### src/rtl/button_event.sv
// Turns the clean debounced button level into single-cycle UI events
// (press, release, short click, long press, auto-repeat) plus a held level and press counter.
module button_event #(
  parameter int unsigned LONG_CYCLES   = 1000,
  parameter int unsigned REPEAT_CYCLES = 200,
  parameter int unsigned CNT_W         = 16
) (
  input  logic       clk,
  input  logic       rst_n,
  input  logic       db,
  output logic       press_p,
  output logic       rel_p,
  output logic       short_p,
  output logic       long_p,
  output logic       rpt_p,
  output logic       held,
  output logic [7:0] press_cnt,
  output logic [1:0] dbg_state
);

  typedef enum logic [1:0] {
    ST_IDLE    = 2'd0,
    ST_PRESSED = 2'd1,
    ST_LONG    = 2'd2
  } state_e;

  localparam longint unsigned CNT_MAX = (64'd1 << CNT_W) - 64'd1;
  localparam logic [CNT_W-1:0] LONG_TC = CNT_W'(LONG_CYCLES - 1);
  localparam logic [CNT_W-1:0] RPT_TC  = CNT_W'(REPEAT_CYCLES - 1);

  if (LONG_CYCLES < 2 || longint'(LONG_CYCLES) > CNT_MAX) begin : g_bad_long
    $error("button_event: LONG_CYCLES out of range");
  end
  if (REPEAT_CYCLES < 1 || longint'(REPEAT_CYCLES) > CNT_MAX) begin : g_bad_rpt
    $error("button_event: REPEAT_CYCLES out of range");
  end

  state_e           state_q, state_d;
  logic [CNT_W-1:0] cnt_q, cnt_d;
  logic [7:0]       press_cnt_q, press_cnt_d;
  logic             press_p_q, press_p_d;
  logic             rel_p_q, rel_p_d;
  logic             short_p_q, short_p_d;
  logic             long_p_q, long_p_d;
  logic             rpt_p_q, rpt_p_d;
  logic             held_q, held_d;

  // Release is checked before the terminal count so it wins on a coincident edge.
  always_comb begin
    state_d     = state_q;
    cnt_d       = cnt_q;
    press_cnt_d = press_cnt_q;
    press_p_d   = 1'b0;
    rel_p_d     = 1'b0;
    short_p_d   = 1'b0;
    long_p_d    = 1'b0;
    rpt_p_d     = 1'b0;
    unique case (state_q)
      ST_IDLE: begin
        if (db) begin
          state_d     = ST_PRESSED;
          cnt_d       = '0;
          press_p_d   = 1'b1;
          press_cnt_d = press_cnt_q + 8'd1;
        end
      end
      ST_PRESSED: begin
        if (!db) begin
          state_d   = ST_IDLE;
          rel_p_d   = 1'b1;
          short_p_d = 1'b1;
        end else if (cnt_q == LONG_TC) begin
          state_d  = ST_LONG;
          cnt_d    = '0;
          long_p_d = 1'b1;
        end else begin
          cnt_d = cnt_q + 1'b1;
        end
      end
      ST_LONG: begin
        if (!db) begin
          state_d = ST_IDLE;
          rel_p_d = 1'b1;
        end else if (cnt_q == RPT_TC) begin
          cnt_d   = '0;
          rpt_p_d = 1'b1;
        end else begin
          cnt_d = cnt_q + 1'b1;
        end
      end
      default: begin
        state_d = ST_IDLE;
        cnt_d   = '0;
      end
    endcase
    held_d = (state_d != ST_IDLE);
  end

  always_ff @(posedge clk) begin
    if (!rst_n) begin
      state_q     <= ST_IDLE;
      cnt_q       <= '0;
      press_cnt_q <= '0;
      press_p_q   <= 1'b0;
      rel_p_q     <= 1'b0;
      short_p_q   <= 1'b0;
      long_p_q    <= 1'b0;
      rpt_p_q     <= 1'b0;
      held_q      <= 1'b0;
    end else begin
      state_q     <= state_d;
      cnt_q       <= cnt_d;
      press_cnt_q <= press_cnt_d;
      press_p_q   <= press_p_d;
      rel_p_q     <= rel_p_d;
      short_p_q   <= short_p_d;
      long_p_q    <= long_p_d;
      rpt_p_q     <= rpt_p_d;
      held_q      <= held_d;
    end
  end

  assign press_p   = press_p_q;
  assign rel_p     = rel_p_q;
  assign short_p   = short_p_q;
  assign long_p    = long_p_q;
  assign rpt_p     = rpt_p_q;
  assign held      = held_q;
  assign press_cnt = press_cnt_q;
  assign dbg_state = state_q;

endmodule

### config.mk
export PLATFORM = sky130hd
export DESIGN_NAME = button_event
export DESIGN_NICKNAME = d
export VERILOG_FILES = /design/src/rtl/button_event.sv
export SDC_FILE = /design/constraint.sdc
export NUM_CORES = 1
export LEC_CHECK = 0
export ABC_CLOCK_PERIOD_IN_PS = 5550
export CORE_MARGIN = 2
export CORE_UTILIZATION = 59
export CTS_CLUSTER_DIAMETER = 40
export DETAILED_ROUTE_END_ITERATION = 10
export GPL_ROUTABILITY_DRIVEN = 0
export PLACE_DENSITY = 0.92
export SYNTH_ARGS = -nofsm -noshare
export SYNTH_HDL_FRONTEND = slang
export SYNTH_SLANG_ARGS = --single-unit
### constraint.sdc
create_clock -name clk -period 5.55 [get_ports clk]
set_input_delay 0.555 -clock clk [delete_from_list [all_inputs] [get_ports clk]]
set_output_delay 0.555 -clock clk [all_outputs]
set_load 0.005 [all_outputs]
; ---- Word-level counts from Yosys, hierarchy flattened
; Cells that the tools add are included.
[word_totals]
register_bits = 32
input_bits = 3
out_inout_bits = 16
word_cells = 43
[op_classes]
n_addsub = 2
n_eq_ne = 7
mux = 15
n_reduce_logical = 10
[op_table]
columns = cell, n
row1 = two-way mux 16 bit, 5
row2 = one-hot mux 16 bit (3 select lines), 1
row3 = adder 16 x 1 -> 16 bit (second input constant), 1
row4 = equality test 16 x 10 -> 1 bit (second input constant), 1
row5 = equality test 16 x 8 -> 1 bit (second input constant), 1
row6 = AND reduction 3 bit, 3
row7 = adder 8 x 1 -> 8 bit (second input constant), 1
row8 = two-way mux 2 bit, 4
row9 = AND reduction 2 bit, 4
row10 = inequality test 2 bit (second input constant), 3
row11 = one-hot mux 2 bit (3 select lines), 1
row12 = two-way mux 1 bit, 4
row13 = equality test 2 x 1 -> 1 bit (second input constant), 1
row14 = equality test 2 bit (second input constant), 1
row15 = zero test 2 bit, 1
row16 = nonzero test 2 bit, 1
row17 = OR reduction 2 bit, 1

; ---- Depth between registers and ports, before layout
; Gate-level depths: netlist (run 1).
[logic_depth]
word_depth = 5
depth_mapped = 8

; ---- Worst setup path before layout (run 1)
; Ideal clock, no wire load.
[synth_path]
kind = reg2reg
from = register cnt_q[0]
to = register cnt_q[6]
arrival_time_ps = 1759
setup_slack_ps = 3669
stages_incl_launch_ff = 8
path_buffers = 1
synth_period_minus_slack_ps = 1881
path_cell_list = dfxtp_1 > ha_1 > or4b_1 > nor4_2 > o22ai_1 > buf_6 > a31oi_1 > mux2i_1
[synth_between]
elab_chain_cells = 4
elab_cells_between_ends = 8
[synth_rtl]
columns = element, line
row1 = from (decl), 39  ; logic [CNT_W-1:0] cnt_q, cnt_d;
row2 = from (signal assigned), 112  ; cnt_q <= cnt_d;
row3 = adder 16 x 1 -> 16 bit (tied with other cells), "77, 88"
row4 = "two-way mux 16 bit, on equally long branches", "84, 72"
row5 = "two-way mux 16 bit, on equally long branches", "81, 68"
row6 = one-hot mux 16 bit (3 select lines) *, 58  ; unique case (state_q)
; Every way passes the cells marked *; elsewhere a longest branch is shown, timed or not. The select of a mux whose other input is x is not followed.
; A chain may end at the register's enable or synchronous reset.

; ---- Worst setup path in the final report (run 1)
[layout_path]
from = register cnt_q[0]
to = register cnt_q[15]
; Same word-level chain as after synthesis.

==> run_results.csv, run 1 <==
group,metric,value,unit
run_status,outcome,"completed",
synth,synth-xor-area-share,0.0529,
synth,synthesis.area,1660,µm²
critical_path,reg2reg_depth,6,
synth,synth.distinct_cells,39,
synth,synth-seq-area-share,0.387,
placement,port-buffer-count,18,
floorplan,design.portCount,19,
synth,synth_compound_gate_area_share,0.151,
cells_and_area,nets_final,221,
clocking,cts_tree,"yes",
clocking,postCtsHoldBufs,0,
floorplan,die-area,3250,µm²
clocking,clk_path_buf_depth,2,
critical_path,cp-end-kind,"register",
cells_and_area,final_cell_area,1900,µm²
critical_path,critical_path_arrival,2700,ps
global_route,antenna_violations_before_repair,0,
synth,asyncSetResetFlopFracSynth,0,
cells_and_area,synthToLayoutAreaGrowth,14.7,%
drt,via_count,1503,
worst_hold_path,hold-path-cell-count,2,
sta,report.final.hold_viol_count,0,
synth,synth_area_leader_cell,"sky130_fd_sc_hd__dfxtp_1",
synth,synthSimpleGateAreaFrac,0.303,
drt,drt_iter0_drc,56,
synth,synth_enable_flop_cells,0,
drt,postRouteAntennaNets,0,
sta,maxClockFrequency,408,MHz
drt,drt_pass1_iterations,6,
clocking,clk_latency,350,ps
power_and_ir_drop,power.density_cell_area,244,nW/µm²
synth,ys_top_cells_by_count,"32 x sky130_fd_sc_hd__dfxtp_1, 23 x sky130_fd_sc_hd__nor2_1, 17 x sky130_fd_sc_hd__nand2_1",
drt,post_detailed_route_drc_marker_count,0,
placement,dpl.hpwl,2500,µm
sta,finalSetupViolations,0,
clocking,postCtsSetupBuffers,0,
placement,place_inst,236,
power_and_ir_drop,maximum_ir_drop_on_the_vdd_rail,0.222,mV
floorplan,core,2710,µm²
sta,rsz_0062_raised_after_global_routing,"no",
global_route,grt_pass1_vias,1317,
drt,post_drt_via_cell_ratio,6.16,
synth,synthFlopType,"sky130_fd_sc_hd__dfxtp_1",
sta,finalWorstSetupSlack,3100,ps
synth,yosys-top-cells-area,"sky130_fd_sc_hd__dfxtp_1 39%, sky130_fd_sc_hd__nor2_1 5.2%, sky130_fd_sc_hd__a31oi_1 4.9%",
drt,route.detailed.wl_per_inst,14.7,µm
power_and_ir_drop,power.leakage,0.593,nW
global_route,grt_util_all_layers,0.238,
cells_and_area,antenna_cells,0,
cells_and_area,filler_cell_count,212,
floorplan,start_util,0.611,
synth,largest_family_of_logic_cells_by_synthesized_area,"simple AND/OR/NAND/NOR gates",
sta,layout_worst_path_cycle_share,0.441,
sta,skew,10.4,ps
critical_path,critical_path_peak_fanout,13,
worst_hold_path,hold_path_class,"reg2reg",
drt,routed_wirelength,3600,µm
synth,yosys_register_bits,32,
floorplan,rows,19,
synth,syn-num-nets,206,
placement,placement.setup.worst_slack,2860,ps
critical_path,criticalPathCategory,"reg2reg",
synth,yosysWarnings,0,
synth,yosys.area.top_type_share,0.387,
clocking,cts_made_buffers,5,
clocking,clock_tree.root_cell,"sky130_fd_sc_hd__clkbuf_4",
sta,maxSlewHeadroom,0.290,
cells_and_area,layout.cells.non_filler,244,
synth,synthMostInstantiatedCell,"sky130_fd_sc_hd__dfxtp_1",
critical_path,start_kind,"register",
sta,fin_setup_tns,0,ps
sta,slew_viol_final,0,
floorplan,chipWidth,57.0,µm
job,max_capacitance_violation_count,0,
clocking,maximum_level_of_the_cts_h_tree,2,
global_route,grt_max_degree,17,
critical_path,worstPathRequired,5800,ps
synth,synth.area.mux_share,0.00605,
synth,postSynthCellCount,197,
global_route,globalRouteOverflowTotal,0,
clocking,cts-resized-gates,0,
placement,dpl_cell_area,1820,µm²
sta,final.min_clock_period,2450,ps
synth,synthAdderAreaFrac,0.0454,
sta,actual_transition_at_the_worst_max_transition_pin,1070,ps
synth,synthesis.area_per_instance,8.40,µm²
floorplan,fp.dieH,57.0,µm
cells_and_area,proportion_of_layout_cells_with_a_drive_suffix_above_1,0.0704,
clocking,cts.clk_slew.worst_paths,110,ps
global_route,grt_first_pass_wirelength,5980,µm
clocking,cts_num_sinks,32,
cells_and_area,final_core_utilization,0.700,
==> path summary, 6_finish.rpt <==
check | endpoint | slack, ps | from
max | cnt_q[15] | 3100 | cnt_q[0]
min | press_cnt[1] | 520 | press_cnt[1]
max reg2reg | cnt_q[15] | 3100 | cnt_q[0]
min reg2reg | press_cnt[1] | 520 | press_cnt[1]
==> flip-flops by register name, summed over array words and instances, names as in the netlist <==
signal     flops
short_p        1
press_cnt      8
press_p        1
held           1
rpt_p          1
dbg_state      2
long_p         1
rel_p          1
cnt_q         16
==> layout make-up <==
class                   instances  area [µm²]  share of cell area
well taps                      31        38.8              0.0204
inverters                       9        33.8              0.0178
repair buffers                 18         180              0.0949
multi-input cells             146         925               0.487
flip-flops and latches         32         641               0.338
clock inverters                 3        42.5              0.0224
clock buffers                   5        37.5              0.0198
==> power by group <==
part / internal [mW] / switching [mW]
clock network: 0.0938 / 0.0868
registers: 0.234 / 0.00363
logic: 0.0173 / 0.0270
total: 0.345 / 0.117
==> layer usage <==
layer | vias to the layer above | share of wire | routed length (µm) | track usage
met4 | 0 | 0.023 | 81 | 0.146
li1 | 748 | - | - | -
met1 | 692 | 0.44 | 1570 | 0.301
met3 | 7 | 0.058 | 209 | 0.0590
met5 | - | 0 | 0 | 0
met2 | 56 | 0.48 | 1740 | 0.365
==> per-stage QoR <==
stage,power [mW],hold WS [ps]
after CTS,0.465,521
after global placement,0.285,486
after global routing,0.479,541
after floorplan,0.271,465
after detailed placement,0.286,493
final,0.462,519
==> critical path, cell delays in order (launching register included) <==
cell and delay [ps]:
sky130_fd_sc_hd__dfxtp_1 440, sky130_fd_sc_hd__ha_1 290, sky130_fd_sc_hd__or4b_1 510, sky130_fd_sc_hd__nor4_2 210
sky130_fd_sc_hd__o22ai_1 400, sky130_fd_sc_hd__a31oi_1 400, sky130_fd_sc_hd__nor2_1 80
==> cell families (layout without fill, tap and decap cells) <==
family,Yosys count,after routing
and+or+nand+nor,93,93
AOI/OAI and AO/OA,36,36
DFF,32,32
buffers and inverters,19,35
xor gates and xnor gates,10,10
adders and majority gates,6,6
muxes,1,1
==> cell usage in the layout, fill, tap and decap left out, types with 7 or more instances in the layout <==
| cell type | netlist | layout |
|---|---|---|
| sky130_fd_sc_hd__clkdlybuf4s50_1 | 0 | 18 |
| sky130_fd_sc_hd__a31oi_1 | 13 | 13 |
| sky130_fd_sc_hd__xnor2_1 | 7 | 7 |
| sky130_fd_sc_hd__dfxtp_1 | 32 | 32 |
| sky130_fd_sc_hd__a21oi_1 | 9 | 9 |
| sky130_fd_sc_hd__inv_1 | 9 | 9 |
| sky130_fd_sc_hd__nor2_1 | 23 | 23 |
| sky130_fd_sc_hd__nor3_1 | 9 | 9 |
| sky130_fd_sc_hd__nand4_1 | 7 | 7 |
| sky130_fd_sc_hd__nand2_1 | 17 | 17 |
| sky130_fd_sc_hd__nand3_1 | 15 | 15 |
(Power assumes the default switching activity.)
==> run 2: changes to the inputs <==
==> config.mk (replaced) <==
export PLATFORM = sky130hd
export DESIGN_NAME = button_event
export DESIGN_NICKNAME = d
export VERILOG_FILES = /design/src/rtl/button_event.sv
export SDC_FILE = /design/constraint.sdc
export NUM_CORES = 1
export LEC_CHECK = 0
export ABC_CLOCK_PERIOD_IN_PS = 2100
export CORE_MARGIN = 2
export CORE_UTILIZATION = 49
export CTS_CLUSTER_DIAMETER = 40
export DETAILED_ROUTE_END_ITERATION = 10
export GPL_ROUTABILITY_DRIVEN = 0
export PLACE_DENSITY = 0.83
export SYNTH_ARGS = -nofsm -noshare
export SYNTH_HDL_FRONTEND = slang
export SYNTH_SLANG_ARGS = --single-unit
==> constraint.sdc (replaced) <==
create_clock -name clk -period 2.1 [get_ports clk]
set_input_delay 0.21 -clock clk [delete_from_list [all_inputs] [get_ports clk]]
set_output_delay 0.21 -clock clk [all_outputs]
set_load 0.005 [all_outputs]
==> run_results.csv, run 2 (same netlist as run 1, synthesis figures left out) <==
group,metric,value,unit
critical_path,timing.rr.end,"cnt_q[6]",
power_and_ir_drop,internal_power,0.806,mW
drt,drt_iter0_drc,84,
cells_and_area,layout.cells.non_filler,277,
drt,postRouteAntennaNets,0,
worst_hold_path,hp-start,"press_cnt[1]",
clocking,postCtsHoldBufs,0,
cells_and_area,largest_register_ff_count,16,
drt,routed_wirelength,3920,µm
placement,dpl.hpwl,2860,µm
sta,maxSlewHeadroom,0.662,
worst_hold_path,hold_path_class,"reg2reg",
drt,drt_pass1_iterations,4,
clocking,clk_latency,350,ps
global_route,antenna_violations_before_repair,0,
cells_and_area,largest_register,"cnt_q",
critical_path,start_kind,"register",
power_and_ir_drop,power.leakage,0.682,nW
clocking,maximum_level_of_the_cts_h_tree,2,
global_route,grt_max_degree,15,
cells_and_area,proportion_of_layout_cells_with_a_drive_suffix_above_1,0.147,
power_and_ir_drop,comb_power_share,0.125,
sta,slew_viol_final,0,
cells_and_area,layout.area.seq,641,µm²
floorplan,start_util,0.504,
cells_and_area,nets_final,239,
critical_path,critical_path_arrival,2320,ps
global_route,grt_pass1_vias,1436,
critical_path,criticalPathCategory,"reg2reg",
sta,finalSetupViolations,0,
power_and_ir_drop,switching_power,0.307,mW
placement,place_inst,269,
drt,post_detailed_route_drc_marker_count,0,
sta,layout_worst_path_cycle_share,0.986,
power_and_ir_drop,maximum_ir_drop_on_the_vdd_rail,0.335,mV
job,max_capacitance_violation_count,0,
floorplan,die-area,3860,µm²
critical_path,critical_path.reg2reg.startpoint,"cnt_q[4]",
clocking,cts_made_buffers,5,
global_route,grt_util_all_layers,0.219,
floorplan,chipWidth,62.1,µm
worst_hold_path,hold_end,"press_cnt[1]",
clocking,cts.clk_slew.worst_paths,100,ps
clocking,clock_tree.root_cell,"sky130_fd_sc_hd__clkbuf_4",
global_route,grt_first_pass_wirelength,6640,µm
run_status,outcome,"completed",
floorplan,design.portCount,19,
placement,placement.setup.worst_slack,-11.8,ps
critical_path,cp-end-kind,"register",
sta,finalWorstSetupSlack,29.0,ps
worst_hold_path,hold-path-cell-count,2,
sta,report.final.hold_viol_count,0,
power_and_ir_drop,power.sequential.fraction,0.561,
critical_path,critical_path_peak_fanout,12,
critical_path,ff_to_ff_setup_slack,30,ps
clocking,cts_tree,"yes",
drt,route.detailed.wl_per_inst,14.2,µm
floorplan,rows,21,
sta,actual_transition_at_the_worst_max_transition_pin,503,ps
drt,via_count,1592,
clocking,cts_num_sinks,32,
power_and_ir_drop,power.density_cell_area,541,nW/µm²
sta,holdWs,501,ps
sta,final.min_clock_period,2070,ps
clocking,postCtsSetupBuffers,0,
global_route,globalRouteOverflowTotal,0,
cells_and_area,mostFrequentLayoutCell,"sky130_fd_sc_hd__dfxtp_1",
power_and_ir_drop,clock_power_share,0.315,
floorplan,fp.dieH,62.1,µm
clocking,clk_path_buf_depth,2,
clocking,cts-resized-gates,1,
critical_path,reg2reg_depth,6,
floorplan,core,3280,µm²
power_and_ir_drop,power.share.switching,0.276,
cells_and_area,antenna_cells,0,
critical_path,worstPathRequired,2350,ps
sta,maxClockFrequency,483,MHz
cells_and_area,mostFrequentLayoutCells,"32 x sky130_fd_sc_hd__dfxtp_1, 23 x sky130_fd_sc_hd__nor2_1, 18 x sky130_fd_sc_hd__clkdlybuf4s50_1, 18 x sky130_fd_sc_hd__buf_4, 17 x sky130_fd_sc_hd__nand2_1",
sta,skew,11.2,ps
drt,post_drt_via_cell_ratio,5.75,
cells_and_area,synthToLayoutAreaGrowth,24.4,%
placement,port-buffer-count,18,
cells_and_area,area_occupied_by_multi_input_gates,956,µm²
cells_and_area,filler_cell_count,265,
-- run 2: cell types whose count changed in the layout (fill, tap and decap cells not counted), sizes merged --
cell,delta
bufinv,-1
clkinvlp,-1
buf,+18
clkinv,+2
-- run 2: worst max-delay path, stage by stage, from the launching register on --
cell                      delay, ps
sky130_fd_sc_hd__dfxtp_1        380
sky130_fd_sc_hd__or4b_4         560
sky130_fd_sc_hd__nor4_4         420
sky130_fd_sc_hd__o22ai_1        180
sky130_fd_sc_hd__buf_4          210
sky130_fd_sc_hd__a31oi_1        130
sky130_fd_sc_hd__mux2i_1         80
-- run 2: worst max path at each step --
stage / from / end / slack, ps / depth (start not counted)
2_1_floorplan: cnt_q[0] / cnt_q[6] / 220 / 7
3_3_place_gp: cnt_q[4] / cnt_q[3] / 50 / 5
3_5_place_dp: cnt_q[4] / cnt_q[3] / -10 / 5
4_1_cts: cnt_q[4] / cnt_q[3] / 90 / 5
5_1_grt: cnt_q[4] / cnt_q[4] / -40 / 6
6_report: cnt_q[4] / cnt_q[6] / 30 / 6
-- run 2: per-layer routing --
metal,up-vias,GRT usage,part of all wire
met5,-,0,0
met4,0,0.128,0.042
met3,17,0.0598,0.061
met2,54,0.355,0.47
met1,737,0.262,0.43
li1,784,-,-
-- run 2: power groups by stage --
| stage | Combinational [mW] | Clock, mW | Sequential [mW] |
|---|---|---|---|
| floorplan | 0.0762 | 0 | 0.641 |
| global placement | 0.134 | 0 | 0.638 |
| detailed placement | 0.136 | 0 | 0.639 |
| CTS | 0.137 | 0.358 | 0.625 |
| global route | 0.154 | 0.388 | 0.627 |
| finish | 0.139 | 0.350 | 0.624 |
-- run 2: metrics by stage --
stage,util,cell area (µm²),power [mW],TNS [ps]
final,0.627,2060,1.11,0
after global routing,0.627,2060,1.17,-207
after CTS,0.619,2030,1.12,0
after detailed placement,0.600,1970,0.775,-11.8
after global placement,0.600,1970,0.772,0
after floorplan,-,1660,0.717,0
-- run 2: area by class of cell --
class                      count  share of cell area
clock buffer                   5              0.0182
clock inverter                 3             0.00911
inverter                       9              0.0164
multi-input combinational    146               0.464
sequential                    32               0.311
tap                           46              0.0279
timing repair buffer          36               0.153
==> run 3: changes to the inputs <==
--- a/config.mk
+++ b/config.mk
@@ -5,12 +5,13 @@
 export SDC_FILE = /design/constraint.sdc
 export NUM_CORES = 1
 export LEC_CHECK = 0
-export ABC_CLOCK_PERIOD_IN_PS = 2100
+export ABC_CLOCK_PERIOD_IN_PS = 1890
 export CORE_MARGIN = 2
 export CORE_UTILIZATION = 49
 export CTS_CLUSTER_DIAMETER = 40
 export DETAILED_ROUTE_END_ITERATION = 10
 export GPL_ROUTABILITY_DRIVEN = 0
+export MAX_ROUTING_LAYER = met4
 export PLACE_DENSITY = 0.83
 export SYNTH_ARGS = -nofsm -noshare
 export SYNTH_HDL_FRONTEND = slang
==> constraint.sdc (replaced) <==
create_clock -name clk -period 1.89 [get_ports clk]
set_input_delay 0.189 -clock clk [delete_from_list [all_inputs] [get_ports clk]]
set_output_delay 0.189 -clock clk [all_outputs]
set_load 0.005 [all_outputs]
==> run_results.csv, run 3 (same netlist as run 1, synthesis figures left out) <==
group,metric,value,unit
critical_path,ff_to_ff_setup_slack,-50,ps
sta,final.min_clock_period,1940,ps
sta,maxClockFrequency,515,MHz
cells_and_area,largest_register_ff_count,16,
clocking,postCtsSetupBuffers,0,
drt,drt_iter0_drc,89,
power_and_ir_drop,p_total,1.28,mW
critical_path,cp-end-kind,"register",
critical_path,critical_path.max_stage_delay,580,ps
critical_path,timing.critical_path.slowest_stage_cell,"sky130_fd_sc_hd__or4b_4",
critical_path,worst-path-buf-inv,1,
drt,via_count,1726,
sta,layout_worst_path_cycle_share,1.03,
power_and_ir_drop,maximum_ir_drop_on_the_vdd_rail,0.403,mV
cells_and_area,nets_final,254,
clocking,clk_path_buf_depth,2,
drt,post_drt_via_cell_ratio,5.91,
global_route,globalRouteOverflowTotal,0,
global_route,grt_util_all_layers,0.254,
placement,dpl.hpwl,3100,µm
floorplan,design.portCount,19,
run_status,outcome,"complete, but fails checks",
floorplan,chipWidth,62.1,µm
cells_and_area,antenna_cells,0,
critical_path,start_kind,"register",
critical_path,critical_path.reg2reg.startpoint,"cnt_q[3]",
critical_path,crit_cells,6,
critical_path,critPathCapture,"cnt_q[4]",
cells_and_area,mostFrequentLayoutCell,"sky130_fd_sc_hd__buf_4",
sta,maxSlewHeadroom,0.724,
drt,route.detailed.wl_per_inst,15.3,µm
drt,postRouteAntennaNets,0,
global_route,grt_pass1_vias,1695,
sta,finalWorstSetupSlack,-53.4,ps
critical_path,criticalPathCategory,"reg2reg",
critical_path,critical_path_peak_fanout,6,
placement,dpl_cell_area,2080,µm²
sta,finalSetupViolations,13,
clocking,cts_tree,"yes",
clocking,postCtsHoldBufs,0,
critical_path,critPathLaunch,"cnt_q[3]",
clocking,clk_latency,350,ps
sta,skew,12.5,ps
sta,actual_transition_at_the_worst_max_transition_pin,414,ps
critical_path,timing.rr.end,"cnt_q[4]",
floorplan,rows,21,
global_route,antenna_violations_before_repair,0,
job,max_capacitance_violation_count,0,
drt,routed_wirelength,4460,µm
critical_path,cpLargestDelayFamily,"simple AND/OR/NAND/NOR gates",
floorplan,core,3280,µm²
cells_and_area,layout.cells.non_filler,292,
sta,slew_viol_final,0,
drt,post_detailed_route_drc_marker_count,0,
cells_and_area,synthToLayoutAreaGrowth,35.4,%
worst_hold_path,hold_path_class,"reg2reg",
clocking,cts_num_sinks,32,
placement,place_inst,283,
cells_and_area,largest_register,"cnt_q",
floorplan,fp.dieH,62.1,µm
cells_and_area,mostFrequentLayoutCells,"31 x sky130_fd_sc_hd__buf_4, 30 x sky130_fd_sc_hd__dfxtp_1, 20 x sky130_fd_sc_hd__nor2_1, 18 x sky130_fd_sc_hd__clkdlybuf4s50_1, 17 x sky130_fd_sc_hd__nand2_1",
critical_path,worstPathRequired,2130,ps
clocking,maximum_level_of_the_cts_h_tree,2,
floorplan,start_util,0.504,
sta,fin_setup_tns,-333,ps
critical_path,critical_path.cell_chain,"or4b_4, nor4_4, o22ai_2, buf_6, a31oi_1, o21ai_1",
floorplan,die-area,3860,µm²
run_status,failed_checks,"setup timing",
clocking,cts.clk_slew.worst_paths,110,ps
critical_path,critical_path_arrival,2180,ps
clocking,clock_tree.root_cell,"sky130_fd_sc_hd__clkbuf_4",
power_and_ir_drop,power.density_cell_area,572,nW/µm²
sta,report.final.hold_viol_count,0,
global_route,grt_max_degree,15,
global_route,grt_first_pass_wirelength,7710,µm
power_and_ir_drop,power.leakage,0.767,nW
placement,placement.setup.worst_slack,-67.0,ps
cells_and_area,final_cell_area,2240,µm²
cells_and_area,proportion_of_layout_cells_with_a_drive_suffix_above_1,0.252,
critical_path,reg2reg_depth,6,
sta,rsz_0062_raised_after_global_routing,"yes",
clocking,cts_made_buffers,5,
placement,port-buffer-count,18,
drt,drt_pass1_iterations,4,
## run 3: cell count changes in the layout (fill, tap and decap cells not counted), moves of 2 or more
cell,previous run,this run
sky130_fd_sc_hd__nand3_2,0,2
sky130_fd_sc_hd__nor2_2,0,3
sky130_fd_sc_hd__nor2_1,23,20
sky130_fd_sc_hd__buf_4,18,31
sky130_fd_sc_hd__dfxtp_2,0,2
sky130_fd_sc_hd__dfxtp_1,32,30
sky130_fd_sc_hd__buf_6,0,2
sky130_fd_sc_hd__o22ai_2,0,2
sky130_fd_sc_hd__nand3_1,15,13
## run 3: worst min path at each step
stage / from / endpoint / cells past startpoint
final: press_cnt[1] / press_cnt[1] / 2
after global routing: cnt_q[6] / cnt_q[6] / 1
after CTS: press_cnt[1] / press_cnt[1] / 2
after detailed placement: press_cnt[1] / press_cnt[1] / 2
after global placement: press_cnt[1] / press_cnt[1] / 2
after floorplan: db / press_p / 2
## run 3: stage by stage
step,hold WS [ps],utilization
floorplan,380,-
global placement,480,0.632
detailed placement,500,0.632
CTS,515,0.667
global route,551,0.683
finish,515,0.683
## run 3: worst reg2reg max path: stages (launching register included)
cell,delay (ps)
sky130_fd_sc_hd__dfxtp_2,330
sky130_fd_sc_hd__or4b_4,580
sky130_fd_sc_hd__nor4_4,360
sky130_fd_sc_hd__o22ai_2,180
sky130_fd_sc_hd__buf_6,170
sky130_fd_sc_hd__a31oi_1,130
sky130_fd_sc_hd__o21ai_1,80
## run 3: cell type report
class / count / area [µm²]
timing repair buffer: 51 / 435
sequential: 32 / 643
fill: 251 / 1040
clock buffer: 5 / 37.5
clock inverter: 3 / 18.8
inverter: 9 / 33.8
tap: 46 / 57.6
multi-input combinational: 146 / 1020
## run 3: per-layer routing
layer / routed length, µm / up-vias / GRT usage
met5: 0 / - / -
met4: 189 / 0 / 0.150
met3: 307 / 27 / 0.0634
met2: 2140 / 81 / 0.393
met1: 1820 / 799 / 0.301
li1: - / 819 / -
## run 3: timing repair
item                       4_1_cts  5_1_grt
pin swaps                        3       11
setup endpoints to repair       11       19
resized for setup                9       13
gates cloned                     0        1
## run 3: where the power goes
group          internal (mW)  total [mW]  leakage, nW  switching, mW
Clock                  0.142       0.395       0.0349          0.252
Combinational         0.0886       0.193        0.472          0.104
Sequential             0.686       0.695        0.260        0.00840
==> edit 1: new RTL, flow settings as in run 2 <==
`CNT_W`: 16 -> 17.
--- a/src/rtl/button_event.sv
+++ b/src/rtl/button_event.sv
@@ -3,7 +3,7 @@
 module button_event #(
   parameter int unsigned LONG_CYCLES   = 1000,
   parameter int unsigned REPEAT_CYCLES = 200,
-  parameter int unsigned CNT_W         = 16
+  parameter int unsigned CNT_W         = 17
 ) (
   input  logic       clk,
   input  logic       rst_n,
Behaviour: same outputs for any inputs over 10 cycles, from zero or initial values and one cycle with rst_n low; that may be too few to reach the edited logic, so the function may still have changed.
==> edit 1 against run 2 <==
Worst setup slack got worse by 200 ps; sequential cell count increased by 1; sequential power up 4.8%; wire length grew 16%; design area grew 9.8%; the flow now finishes with violations (negative setup slack); total power up 7.9%; core utilization is 10 points higher; area after synthesis fell by 1.3%; highest routed layer unchanged; die area shrank 1.2%.
==> edit 1: results <==
group,metric,value,unit
outcome,outcome,"complete, but fails checks",
outcome,violations,"negative setup slack",
cts,cts_root_buffer,"clkbuf_4",
cts,worstSkewPairLatency,350,ps
synth,async_flop_share,0,%
synth,yosysTopAreaCellShare,40.4,%
global_routing,grt_antenna_before_repair,0,
global_routing,grt_pass1_vias,1565,
placed_design,place_hpwl,3020,microns
hold_path,hold_class,"flop to flop",
synth,synth_warnings,0,
global_routing,grt_pass1_wl,7090,microns
placed_design,dpl-instance-area,2070,sq um
placed_design,place_ws,-89.5,ps
timing,fin_ws,-171,ps
cts,htreeDepth,2,
timing,clock_skew,19.5,ps
synth,synth_nets,189,
cts,cts.clk_slew.worst_paths,110,ps
synth,syn_inst,180,
synth,synth_area_leaders,"dfxtp_1 (40%), ha_1 (4.6%), xnor2_1 (4.3%), xor2_1 (4.3%), nor2_1 (3.9%)",
cts,cts_buffer_depth,2,
detailed_routing,dr.pass1.iters,5,
timing,drv_slew,0,
timing,fin_setup_tns,-1790,ps
final_layout,drive_gt1_share,28.9,%
critical_path,crit_fanout,5,
critical_path,cp_data_arrival_time,2480,ps
final_layout,fin_nets,241,
final_layout,top_register,"cnt_q",
final_layout,fill_cells,225,
synth,ys_seq_area_share,40.4,%
final_layout,diodes,0,
power_and_ir_drop,ir_worst_vdd,0.000373,V
detailed_routing,viasPerCell,5.87,
timing,setup_violations,18,
cts,cts_made_buffers,5,
global_routing,track_usage,25.9,%
final_layout,layout.cells.non_filler,276,
detailed_routing,drt_iter0_drc,132,
placed_design,placed_cells,263,
detailed_routing,routed_wl,4560,microns
power_and_ir_drop,p_leak,0.828,nW
final_layout,largest_reg_flops,17,
placed_design,port-buffer-count,18,
synth,ys_top_cells_by_count,"dfxtp_1 (33), nor2_1 (17), nand2_1 (13)",
synth,ys_types,41,
global_routing,grt_max_degree,20,
timing,slew_headroom,60.7,%
edit 1: cell count changes after synthesis, sizes merged, moves of 3 or more:
cell          run 2  this run
nand2            17        13
nand3            15         7
xor2              3         8
and2              1         7
a21oi             9         3
or3b              0         3
nor3              9         4
nor2             23        17
a31oi            13         8
edit 1: final cells by class:
type	instances	area (sq um)	share of cell area, %
Tap cell	44	55.1	2.43
Clock buffer	6	51.3	2.27
Sequential cell	33	663	29.3
Timing Repair Buffer	51	439	19.4
Multi-Input combinational cell	134	1020	45.0
Inverter	7	26.3	1.16
Clock inverter	1	7.51	0.332
edit 1: per-layer routing:
metal / up-vias / global-route usage [%] / wire length, microns
met4: 0 / 12.2 / 169
met5: - / 0 / 0
met3: 20 / 7.87 / 287
met2: 71 / 45.1 / 2300
li1: 758 / - / -
met1: 770 / 28.8 / 1810
edit 1: what timing repair did:
action,4_1_cts,5_1_grt
resized for setup,9,10
endpoints found under the setup margin,14,18
cloned,1,0
hold buffers,0,0
setup buffers,5,0
pin swaps,4,2
edit 1: report_power, final:
group,internal (mW),total (mW),leakage (nW),switching [mW]
clock,0.157,0.370,0.0303,0.214
combinational,0.0891,0.177,0.530,0.0881
sequential,0.642,0.654,0.268,0.0120
total,0.887,1.20,0.828,0.314
edit 1: logic make-up (layout without fill, tap and decap cells):
kind of cell,Yosys count,after routing,share of synthesized area [%]
buffers and inverters,14,65,4.14
AO/OA/AOI/OAI,26,27,12.1
multiplexers,1,1,0.613
adder cells (fa/ha/maj),6,6,4.59
AND/OR/NAND/NOR,84,84,29.6
XOR/XNOR,16,16,8.58
flip-flops,33,33,40.4
edit 1: worst max-delay path: stages, from the launching register on:
cell       delay (ps)
dfxtp_1           330
or4b_1            580
or4_4             610
o2bb2ai_4         200
buf_4             160
a31oi_1           170
a31oi_1            90
edit 1: path summary, 6_finish.rpt:
kind,startpoint,endpoint,slack [ps],depth (start not counted)
max,cnt_q[16],cnt_q[9],-170,6
min,press_cnt[7],press_cnt[7],540,2
max reg2reg,cnt_q[16],cnt_q[9],-170,6
min reg2reg,press_cnt[7],press_cnt[7],540,2
==> edit 2: new RTL, settings of run 2 <==
Without the edit above. Reset style: asynchronous (`rst_n`), changed in one clocked block.
--- a/src/rtl/button_event.sv
+++ b/src/rtl/button_event.sv
@@ -96,7 +96,7 @@
     held_d = (state_d != ST_IDLE);
   end
 
-  always_ff @(posedge clk) begin
+  always_ff @(posedge clk or negedge rst_n) begin
     if (!rst_n) begin
       state_q     <= ST_IDLE;
       cnt_q       <= '0;
Behaviour: differs if rst_n is asserted again (counterexample within 4 cycles, from zero or initial values and one cycle with rst_n low); with rst_n held inactive, the same outputs for 10 cycles.
==> edit 2 against run 2 <==
Area after synthesis shrank 0.15%; fmax increased by 4.4%; design area is 1.1% higher; synthesized cell count fell by 11%; sequential cell count stayed put; first-iteration DRC count rose by 38%; wire length is 9.1% lower; worst setup slack improved by 88 ps; critical endpoint is now cnt_q[13].
Power is not compared: it rests on default switching activity, and its combinational part moved more than twofold at a synthesized area within 25%.
==> edit 2: results <==
group,metric,value,unit
cts,post_cts_buffers,0,
cts,worstSkewPairLatency,340,ps
critical_path,crit_slowest_cell,"a311o_1",
placed_design,placed_cells,247,
global_routing,grt_max_degree,33,
placed_design,place_hpwl,2500,microns
critical_path,max_stage_delay,430,ps
global_routing,grt_pass1_vias,1240,
synth,ys_seq_area_share,48.4,%
final_layout,drive_gt1_share,14.3,%
hold_path,hold_class,"primary input to asynchronous set/reset pin",
global_routing,grt_pass1_wl,5550,microns
global_routing,track_usage,19.9,%
synth,ys_types,34,
synth,synth-main-ff-cell,"dfrtp_1",
synth,synth_nets,185,
final_layout,fill_cells,261,
final_layout,layout.cells.non_filler,256,
critical_path,crit_family,"compound AO/OA/AOI/OAI gates",
outcome,outcome,"completed",
critical_path,crit_fanout,7,
timing,clock_skew,4.67,ps
final_layout,fin_nets,218,
detailed_routing,dr.pass1.iters,4,
timing,slew_headroom,64.0,%
detailed_routing,drt_iter0_drc,116,
detailed_routing,routed_wl,3570,microns
cts,htreeDepth,2,
synth,synth-edff-count,0,
synth,ys_top_cells_by_count,"dfrtp_1 (32), nand3_1 (25), nand2_1 (19)",
synth,synth_area_leaders,"dfrtp_1 (48%), nand3_1 (7.6%), ha_1 (4.5%), nand2_1 (4.3%), or3_1 (3.8%)",
synth,async_flop_share,100,%
detailed_routing,num_vias,1421,
synth,syn_inst,176,
[edit 2: changes by cell type in the layout (fill, tap and decap cells not counted), moves of 5 or more]
| cell | delta |
|---|---|
| or3_1 | +8 |
| nor2_1 | -14 |
| nor3_1 | -7 |
| a21oi_1 | -5 |
| nand3_1 | +10 |
| dfrtp_1 | +32 |
| a31oi_1 | -11 |
| dfxtp_1 | -32 |
[edit 2: path summary, 6_finish.rpt]
check	start	end	slack, ps	cells past startpoint
worst max-delay path	cnt_q[0]	cnt_q[13]	120	6
worst min-delay path	rst_n	cnt_q[15]	250	2
worst max register to register	cnt_q[0]	cnt_q[13]	120	6
worst min register to register	press_cnt[7]	press_cnt[7]	490	1
max in group asynchronous	rst_n	cnt_q[13]	1560	2
min in group clk	press_cnt[7]	press_cnt[7]	490	1
[edit 2: final cells by class]
class | count | area (sq um) | area share, %
multi-input cells | 130 | 828 | 39.8
flip-flops and latches | 32 | 801 | 38.5
repair buffers | 33 | 293 | 14.1
well taps | 46 | 57.6 | 2.76
clock buffers | 6 | 41.3 | 1.98
clock inverters | 2 | 35.0 | 1.68
inverters | 7 | 26.3 | 1.26
[edit 2: what timing repair did]
item	CTS	global route
pin swaps	0	1
resized for setup	1	5
hold endpoints to repair	0	0
endpoints found under the setup margin	8	11
gates cloned	0	1
[edit 2: layer usage]
layer  share of wire (%)  up-vias  wire [microns]  global-route usage [%]
met5                   0        -               0                       0
met4                 2.5        0              90                    6.38
met3                 4.9       10             173                    5.59
met2                  48       47            1710                    32.1
met1                  45      663            1590                    25.8
li1                    -      701               -                       -
[edit 2: per-stage QoR]
step                power (mW)  hold slack (ps)  worst slack [ps]  utilization [%]  cell area [sq um]
CTS                       2.04              256              13.7             62.1               2040
global route              2.22              295              14.5             63.4               2080
detailed placement        1.58              489             -5.85             59.7               1960
global placement          1.55              460              67.0             59.7               1960
finish                    2.08              255               117             63.4               2080
floorplan                 1.24            -85.6              46.6                -               1650
[edit 2: report_power, final]
| part | total [mW] | switching (mW) | internal, mW |
|---|---|---|---|
| Sequential | 0.835 | 0.105 | 0.730 |
| Combinational | 0.785 | 0.391 | 0.394 |
| Clock | 0.458 | 0.208 | 0.249 |
[edit 2: kinds of logic (layout without fill, tap and decap cells)]
kind of cell    count (synthesis)  in the layout  synth area share (%)
simple gates                   92             92                  28.9
flops                          32             32                  48.4
compound gates                 22             23                  8.93
buf+inv                        15             48                  4.09
xor+xnor                        7              7                  3.71
fa+ha+maj                       6              6                  4.54
mux                             2              2                  1.36
[edit 2: worst reg2reg max path, stage by stage, from the launching register on]
cell     delay [ps]
dfrtp_1         420
ha_1            240
and2_1          170
a31o_1          210
a311o_1         430
or3_1           380
nand3_1          80
